<file path="src/rtl/rf_wport_arb_pkg.sv">
// Shared types and constants for the register-file write-port arbiter.
package rf_wport_arb_pkg;
  localparam int DATA_W           = 32;
  localparam int REG_W            = 5;
  localparam int CNT_W            = 4;
  localparam int FORCE_CNT_W      = 16;
  localparam int STARVE_LIMIT_DEF = 4;

  typedef enum logic [1:0] {
    IDLE  = 2'd0,
    WAIT  = 2'd1,
    FORCE = 2'd2
  } arbState_t;
endpackage

</file>
<file path="src/rtl/rf_wport_arb_if.sv">
// Write-port bundle: pipeline writeback request, long-latency handshake, register-file port.
interface rf_wport_arb_if;
  import rf_wport_arb_pkg::*;

  logic              PipeWrEn_i;
  logic [REG_W-1:0]  PipeWrReg_i;
  logic [DATA_W-1:0] PipeWrData_i;
  logic              LlValid_i;
  logic [REG_W-1:0]  LlWrReg_i;
  logic [DATA_W-1:0] LlWrData_i;
  logic              LlReady_o;
  logic              StallPipe_o;
  logic              RegWrEn_o;
  logic [REG_W-1:0]  WriteReg_o;
  logic [DATA_W-1:0] WriteData_o;

  modport master (
    output PipeWrEn_i, PipeWrReg_i, PipeWrData_i, LlValid_i, LlWrReg_i, LlWrData_i,
    input  LlReady_o, StallPipe_o, RegWrEn_o, WriteReg_o, WriteData_o
  );

  modport slave (
    input  PipeWrEn_i, PipeWrReg_i, PipeWrData_i, LlValid_i, LlWrReg_i, LlWrData_i,
    output LlReady_o, StallPipe_o, RegWrEn_o, WriteReg_o, WriteData_o
  );
endinterface

</file>
<file path="src/rtl/rf_wport_arb.sv">
// Register-file write-port arbiter: pipeline priority, optional starvation protection
// for the long-latency unit enabled by macro RF_ARB_STARVE_EN.
module rf_wport_arb
  import rf_wport_arb_pkg::*;
#(
  parameter int STARVE_LIMIT = STARVE_LIMIT_DEF
) (
  input  logic                   clk_i,
  input  logic                   rst_i,
  rf_wport_arb_if.slave          bus
`ifdef RF_ARB_STARVE_EN
  ,
  output logic [FORCE_CNT_W-1:0] ForceCnt_o
`endif
);

  if (STARVE_LIMIT < 1 || STARVE_LIMIT > 15) begin : gBadLimit
    $error("rf_wport_arb: STARVE_LIMIT must lie in 1..15");
  end

  arbState_t state;
  logic      inForce;
  logic      pipeReq;
  logic      llReq;
  logic      llNull;
  logic      grantPipe;
  logic      grantLl;

  assign inForce = (state == FORCE);

  // Grant and output mux stay combinational so same-cycle forwarding still works.
  always_comb begin
    pipeReq   = bus.PipeWrEn_i && (bus.PipeWrReg_i != '0);
    llReq     = bus.LlValid_i  && (bus.LlWrReg_i   != '0);
    llNull    = bus.LlValid_i  && (bus.LlWrReg_i   == '0);
    grantPipe = pipeReq && !inForce;
    grantLl   = llReq && !grantPipe;
    bus.RegWrEn_o   = !rst_i && (grantPipe || grantLl);
    bus.LlReady_o   = !rst_i && (grantLl || llNull);
    bus.WriteReg_o  = grantLl ? bus.LlWrReg_i  : bus.PipeWrReg_i;
    bus.WriteData_o = grantLl ? bus.LlWrData_i : bus.PipeWrData_i;
  end

`ifdef RF_ARB_STARVE_EN
  localparam logic [CNT_W-1:0] LIMIT   = CNT_W'(STARVE_LIMIT);
  localparam logic [CNT_W-1:0] CNT_ONE = CNT_W'(1);

  logic [CNT_W-1:0]       waitCnt;
  logic                   stallQ;
  logic [FORCE_CNT_W-1:0] forceCnt;
  logic                   blocked;

  function automatic logic [FORCE_CNT_W-1:0] satInc(input logic [FORCE_CNT_W-1:0] v);
    return (&v) ? v : v + FORCE_CNT_W'(1);
  endfunction

  assign blocked = llReq && grantPipe;

  always_ff @(posedge clk_i or posedge rst_i) begin
    if (rst_i) begin
      state    <= IDLE;
      waitCnt  <= '0;
      stallQ   <= 1'b0;
      forceCnt <= '0;
    end else begin
      case (state)
        IDLE: begin
          if (blocked) begin
            state   <= WAIT;
            waitCnt <= CNT_ONE;
          end
        end
        WAIT: begin
          // Leaving "blocked" covers a grant, LlValid_i dropping and a null request.
          if (!blocked) begin
            state   <= IDLE;
            waitCnt <= '0;
          end else if (waitCnt == LIMIT) begin
            state    <= FORCE;
            waitCnt  <= '0;
            stallQ   <= 1'b1;
            forceCnt <= satInc(forceCnt);
          end else begin
            waitCnt <= waitCnt + CNT_ONE;
          end
        end
        FORCE: begin
          state  <= IDLE;
          stallQ <= 1'b0;
        end
        default: begin
          state   <= IDLE;
          waitCnt <= '0;
          stallQ  <= 1'b0;
        end
      endcase
    end
  end

  assign bus.StallPipe_o = stallQ;
  assign ForceCnt_o      = forceCnt;
`else
  always_ff @(posedge clk_i or posedge rst_i) begin
    if (rst_i) state <= IDLE;
    else       state <= IDLE;
  end

  assign bus.StallPipe_o = 1'b0;
`endif

endmodule

</file>
<file path="src/flat_wrapper.sv">
// flat-port wrapper written by rule: the top's interface ports become plain ports
module rf_wport_arb_flat import rf_wport_arb_pkg::*;
#(
  parameter int STARVE_LIMIT = STARVE_LIMIT_DEF
)
  (clk_i, rst_i, bus_PipeWrEn_i, bus_PipeWrReg_i, bus_PipeWrData_i, bus_LlValid_i, bus_LlWrReg_i, bus_LlWrData_i, bus_LlReady_o, bus_StallPipe_o, bus_RegWrEn_o, bus_WriteReg_o, bus_WriteData_o);
  rf_wport_arb_if bus_i ();
  input  logic clk_i;
  input  logic rst_i;
  input wire logic [$bits(bus_i.PipeWrEn_i)-1:0] bus_PipeWrEn_i;
  input wire logic [$bits(bus_i.PipeWrReg_i)-1:0] bus_PipeWrReg_i;
  input wire logic [$bits(bus_i.PipeWrData_i)-1:0] bus_PipeWrData_i;
  input wire logic [$bits(bus_i.LlValid_i)-1:0] bus_LlValid_i;
  input wire logic [$bits(bus_i.LlWrReg_i)-1:0] bus_LlWrReg_i;
  input wire logic [$bits(bus_i.LlWrData_i)-1:0] bus_LlWrData_i;
  output wire logic [$bits(bus_i.LlReady_o)-1:0] bus_LlReady_o;
  output wire logic [$bits(bus_i.StallPipe_o)-1:0] bus_StallPipe_o;
  output wire logic [$bits(bus_i.RegWrEn_o)-1:0] bus_RegWrEn_o;
  output wire logic [$bits(bus_i.WriteReg_o)-1:0] bus_WriteReg_o;
  output wire logic [$bits(bus_i.WriteData_o)-1:0] bus_WriteData_o;
  assign bus_i.PipeWrEn_i = bus_PipeWrEn_i;
  assign bus_i.PipeWrReg_i = bus_PipeWrReg_i;
  assign bus_i.PipeWrData_i = bus_PipeWrData_i;
  assign bus_i.LlValid_i = bus_LlValid_i;
  assign bus_i.LlWrReg_i = bus_LlWrReg_i;
  assign bus_i.LlWrData_i = bus_LlWrData_i;
  assign bus_LlReady_o = bus_i.LlReady_o;
  assign bus_StallPipe_o = bus_i.StallPipe_o;
  assign bus_RegWrEn_o = bus_i.RegWrEn_o;
  assign bus_WriteReg_o = bus_i.WriteReg_o;
  assign bus_WriteData_o = bus_i.WriteData_o;
  rf_wport_arb #(.STARVE_LIMIT(STARVE_LIMIT)) u_core (.clk_i(clk_i), .rst_i(rst_i), .bus(bus_i));
endmodule
</file>
<file path="config.mk">
export PLATFORM = sky130hd
export DESIGN_NAME = rf_wport_arb_flat
export DESIGN_NICKNAME = d
export VERILOG_FILES = /design/src/rtl/rf_wport_arb_pkg.sv /design/src/rtl/rf_wport_arb_if.sv /design/src/rtl/rf_wport_arb.sv /design/src/flat_wrapper.sv
export SDC_FILE = /design/constraint.sdc
export NUM_CORES = 1
export LEC_CHECK = 0
export CORE_ASPECT_RATIO = 0.5
export CORE_MARGIN = 1.5
export CORE_UTILIZATION = 23
export DETAILED_ROUTE_END_ITERATION = 10
export MAX_ROUTING_LAYER = met4
export PLACE_DENSITY = 0.85
export SLEW_MARGIN = 10
export SYNTH_ARGS = -nofsm -noshare
export SYNTH_HDL_FRONTEND = slang
export SYNTH_SLANG_ARGS = --single-unit
</file>
<file path="constraint.sdc">
create_clock -name clk_i -period 2.8 [get_ports clk_i]
set_input_delay 0.56 -clock clk_i [delete_from_list [all_inputs] [get_ports clk_i]]
set_output_delay 0.56 -clock clk_i [all_outputs]
set_load 0.05 [all_outputs]
</file>
==> flow_summary_export.csv, run 1 <==
group,metric,value,unit
outcome,status,"finished with violations",
outcome,failed_checks,"setup timing",
setup_path,path_buf_inv,5,
timing,tns,-4.46,ns
place,hpwl,3690,um
layout,nFlopsAndLatches,0,
yosys,synth_warnings,0,
yosys,syn_avg_cell_area,10.7,um2
layout,drive_gt1_share,53.3,%
hold_path,hp-start,"bus_LlWrReg_i[3]",
layout,final_area,2490,um2
global_route,grt_pass1_vias,1249,
place,io_buffers,116,
layout,seq_area,0,um2
setup_path,worst_setup_path_end_kind,"output pin",
yosys,ys_types,20,
timing,setup_viol,32,
timing,rsz0062_at_grt,"yes",
layout,fin_util,90.6,%
die,die_w,81.3,um
detailed_routing,firstDrtPassIters,4,
yosys,synthCells,66,
global_route,antenna_found_initial,0,
yosys,syn_area,706,um2
setup_path,cp.required,2.24,ns
detailed_routing,wl_per_cell,25.7,um
place,place_congestion,0.776,
timing,period_minus_slack,3.00,ns
detailed_routing,via_per_inst,5.04,
global_route,grt_pass1_wl,8530,um
power,power.total,0.000658,W
setup_path,critical_path.cell_chain,"buf_6 > or3_4 > or3_4 > and3_4 > buf_6 > buf_12 > buf_16 > mux2_4 > buf_12",
timing,worstMarginPinSlew,0.527,ns
power,p_leak,1.13,nW
setup_path,crit_path_start,"bus_LlWrReg_i[2]",
flow_run,max_cap_viol_count,0,
yosys,yosysSeqAreaShare,0,%
power,power_density,264,nW/um2
die,initial_core_util,25.7,%
layout,fillers,91,
timing,max_freq,333,MHz
detailed_routing,postRouteAntennaNets,0,
detailed_routing,drc_errors,0,
die,coreArea,2750,um2
layout,area_delta_synth_final,253,%
detailed_routing,drt_iter0_drc,43,
timing,relSlewSlack,64.4,%
layout,clock_buffers,0,
global_route,grt.overflow.total,0,
layout,diodes,0,
detailed_routing,vias,1169,
setup_path,cpLargestDelayFamily,"simple AND/OR/NAND/NOR gates",
global_route,grt_max_degree,9,
global_route,grt_use_total,36.2,%
detailed_routing,wirelength,5970,um
timing,period_share,107,%
setup_path,path_max_fanout,5,
yosys,synth_nets,144,
setup_path,cpPeakStageDelay,0.37,ns
timing,final_max_slew_viol_count,0,
place,placed_cell_area,2280,um2
setup_path,cpMaxStageDelayCell,"or3_4",
setup_path,critPathKind,"input pin to output pin",
place,dp_slack,-0.413,ns
setup_path,cp-start-kind,"input pin",
hold_path,hp-class,"input pin to output pin",
timing,worst_slack,-0.202,ns
die,fp.dieH,42.2,um
die,dieArea,3430,um2
power,ir_drop,0.000186,V
layout,nets,275,
setup_path,crit_arrival,2.44,ns
die,row_count,13,
die,top_level_ports,118,
timing,hold_viol,0,
==> cells by family after synthesis <==
group                  Yosys count  synth area share, %
other                            1                0.531
buffers and inverters            7                 12.2
muxes                           32                 67.0
and+or+nand+nor                 17                 12.8
AOI/OAI and AO/OA                9                 7.45
==> Yosys cell counts <==
master    instances  area, um2
mux2_4           30        450
nor2b_1           1       6.26
nand3_1           4       20.0
o21ai_0           4       20.0
or4_4             1       11.3
a21oi_1           3       15.0
nor3b_1           1       7.51
and3_1            1       6.26
nand2_1           6       22.5
nor2_1            1       3.75
inv_1             1       3.75
mux2_2            2       22.5
buf_4             1       7.51
buf_6             1       11.3
o21ai_2           1       8.76
o311ai_0          1       8.76
clkbuf_1          1       3.75
buf_12            3       60.1
conb_1            1       3.75
or3_1             2       12.5
==> placed cells by master, fill, tap and decap left out <==
master	netlist	layout
buf_8	0	2
a21oi_1	3	3
and3_4	0	1
mux2_4	30	32
buf_2	0	2
or4_4	1	1
buf_16	0	3
dlymetal6s2s_1	0	2
buf_12	3	38
buf_6	1	8
o21ai_4	0	1
o311ai_0	1	1
or3_4	0	2
nand2_1	6	6
nor3b_2	0	1
nor2b_1	1	1
clkbuf_16	0	1
nand3_1	4	4
nor2_2	0	1
inv_1	1	1
conb_1	1	1
clkdlybuf4s50_1	0	68
clkbuf_2	0	1
o21ai_0	4	4
buf_4	1	10
==> what timing repair did <==
item / 4_1_cts / 5_1_grt
pin swaps: 5 / 6
gates resized for setup: 40 / 14
endpoints found under the setup margin: 38 / 33
hold buffers: 0 / 0
buffers inserted: 8 / 2
cloned: 4 / 0
==> through the flow <==
| step | instances | hold WS, ns |
|---|---|---|
| detailed placement | 221 | 1.83 |
| global placement | 221 | 1.82 |
| floorplan | 66 | 1.22 |
| CTS | 233 | 1.53 |
| finish | 232 | 1.53 |
| global route | 232 | 1.55 |
==> area by class of cell <==
type / instances / area [um2] / share of cell area (%)
Multi-Input combinational cell: 59 / 657 / 26.4
Inverter: 1 / 3.75 / 0.151
Timing Repair Buffer: 135 / 1780 / 71.6
Tap cell: 37 / 46.3 / 1.86
==> routing by layer <==
| metal | GRT usage [%] | vias to the layer above | routed length [um] |
|---|---|---|---|
| met4 | 12.8 | 0 | 213 |
| met5 | - | - | 0 |
| li1 | - | 503 | - |
| met3 | 7.83 | 22 | 366 |
| met1 | 41.9 | 579 | 2420 |
| met2 | 61.7 | 65 | 2960 |
==> final timing paths <==
kind / end / slack, ns / cells after the start
setup / recovery: bus_WriteData_o[29] / -0.20 / 9
hold / removal: bus_WriteReg_o[3] / 1.53 / 4
==> report_power, final <==
group / leakage (nW) / switching (W) / internal [W]
Clock: 0 / 0 / 0
Sequential: 0 / 0 / 0
Combinational: 1.13 / 0.000298 / 0.000360
No activity file was read; power rests on OpenSTA's default activity.
==> run 2, diff against run 1 <==
- CORE_ASPECT_RATIO: 0.5 -> 0.8
- PLACE_DENSITY: 0.85 -> unset
- PLACE_DENSITY_LB_ADDON: unset -> 0.15
==> run 2 against run 1 <==
  * The flow still finishes with violations (setup timing)
  * Count of clock-buffer cells in the layout is the same
  * Utilization down 6.5 points
  * Power down 5.9%
  * Critical endpoint is now bus_WriteData_o[19]
  * Largest cell class unchanged
==> flow_summary_export.csv, run 2 (synthesized netlist as in run 1, its figures left out) <==
group,metric,value,unit
layout,final_cells,226,
layout,final_area,2380,um2
global_route,grt_pass1_wl,6180,um
detailed_routing,drc_errors,0,
place,io_buffers,116,
die,die_w,64.9,um
timing,hold_viol,0,
global_route,grt_pass1_vias,1108,
setup_path,cpLargestDelayFamily,"simple AND/OR/NAND/NOR gates",
flow_run,max_cap_viol_count,0,
global_route,grt_max_degree,9,
setup_path,worst_setup_path_end_kind,"output pin",
place,place_inst,222,
timing,worst_slack,-0.0407,ns
layout,nFlopsAndLatches,0,
power,clockPowerShare,0,%
timing,period_share,101,%
setup_path,cp.required,2.24,ns
hold_path,hp-class,"input pin to output pin",
global_route,grt.overflow.total,0,
detailed_routing,vias,1031,
detailed_routing,drt_iter0_drc,17,
timing,period_minus_slack,2.84,ns
detailed_routing,wl_per_cell,19.7,um
layout,area_delta_synth_final,237,%
power,power_density,260,nW/um2
die,fp.dieH,52.5,um
setup_path,path_max_fanout,8,
timing,tns,-0.699,ns
timing,holdWs,1.50,ns
timing,setup_viol,32,
layout,fillers,143,
detailed_routing,drt-met1-wl,1570,um
detailed_routing,met3_length,391,um
place,place_congestion,0.744,
timing,max_freq,352,MHz
place,placed_cell_area,2280,um2
power,p_sw_share,44.6,%
global_route,antenna_found_initial,0,
clock_network,ctsHoldBuffers,0,
setup_path,path_buf_inv,3,
die,top_level_ports,118,
layout,layout_common_cells,"clkdlybuf4s50_1, buf_12, mux2_4",
power,ir_drop,0.000151,V
power,p_comb_share,100.0,%
setup_path,cpPeakStageDelay,0.54,ns
die,coreArea,2830,um2
layout,seq_area,0,um2
setup_path,critical_path.cell_chain,"buf_6 > or4_4 > o21ai_4 > and3_4 > buf_12 > mux2_4 > buf_12",
detailed_routing,via_per_inst,4.56,
die,dieArea,3410,um2
layout,final_common_cell,"clkdlybuf4s50_1",
outcome,failed_checks,"setup timing",
layout,clock_buffers,0,
place,hpwl,3210,um
layout,fin_util,84.2,%
detailed_routing,postRouteAntennaNets,0,
layout,diodes,0,
power,internal_power,0.000343,W
layout,nets,268,
die,initial_core_util,24.9,%
detailed_routing,routed-wl-met2,2430,um
setup_path,critPathKind,"input pin to output pin",
power,pwr-share-seq,0,%
power,p_leak,1.07,nW
setup_path,worst_path_most_repeated_cell,"buf_12",
setup_path,crit_arrival,2.28,ns
detailed_routing,wirelength,4440,um
timing,rsz0062_at_grt,"yes",
power,switchingPower,0.000276,W
global_route,grt_use_total,24.7,%
setup_path,cp-start-kind,"input pin",
detailed_routing,highest_layer,"met4",
detailed_routing,firstDrtPassIters,6,
die,row_count,17,
layout,drive_gt1_share,51.1,%
setup_path,cpMaxStageDelayCell,"or4_4",
timing,final_max_slew_viol_count,0,
outcome,status,"finished with violations",
## run 2: changes by cell type in the layout (fill, tap and decap cells not counted), sizes merged
cell / before / now
buf: 63 / 57
clkdlybuf4s15: 0 / 1
clkbuf: 2 / 0
## run 2: what timing repair did
item	CTS	global route
gates resized for setup	37	7
endpoints found under the setup margin	36	32
pin swaps	5	4
cloned	2	0
buffers inserted	3	1
## run 2: tightest hold or removal path: cells and delay by family
family / cells / cell delay (ns)
buf+inv: 2 / 0.22
simple gates: 2 / 0.16
## run 2: power by group through the flow
stage                     Combinational (W)  Sequential, W  Clock (W)
after global placement             0.000585              0          0
after detailed placement           0.000595              0          0
final                              0.000619              0          0
after floorplan                    0.000277              0          0
after global routing               0.000637              0          0
after CTS                          0.000620              0          0
## run 2: cell type report
cell class	instances	area (um2)	share of cell area, %
Inverter	1	3.75	0.158
Multi-Input combinational cell	59	657	27.6
Tap cell	38	47.5	2.00
Timing Repair Buffer	128	1670	70.3
## run 2: path summary, 6_finish.rpt
| path | start | end | slack (ns) | cells past startpoint |
|---|---|---|---|---|
| setup / recovery | bus_PipeWrReg_i[2] | bus_WriteData_o[19] | -0.04 | 7 |
| hold / removal | bus_LlWrReg_i[3] | bus_WriteReg_o[3] | 1.50 | 4 |
## run 2: per-layer routing
layer / up-vias / track usage [%]
met5: - / -
met4: 0 / 2.84
met3: 4 / 5.16
met2: 62 / 49.8
met1: 478 / 25.4
li1: 487 / -
## run 2: through the flow
stage | setup WS, ns | power [W]
6_report | -0.0407 | 0.000619
4_1_cts | -0.118 | 0.000620
3_3_place_gp | -0.376 | 0.000585
2_1_floorplan | 0.0813 | 0.000277
3_5_place_dp | -0.415 | 0.000595
5_1_grt | -0.0792 | 0.000637
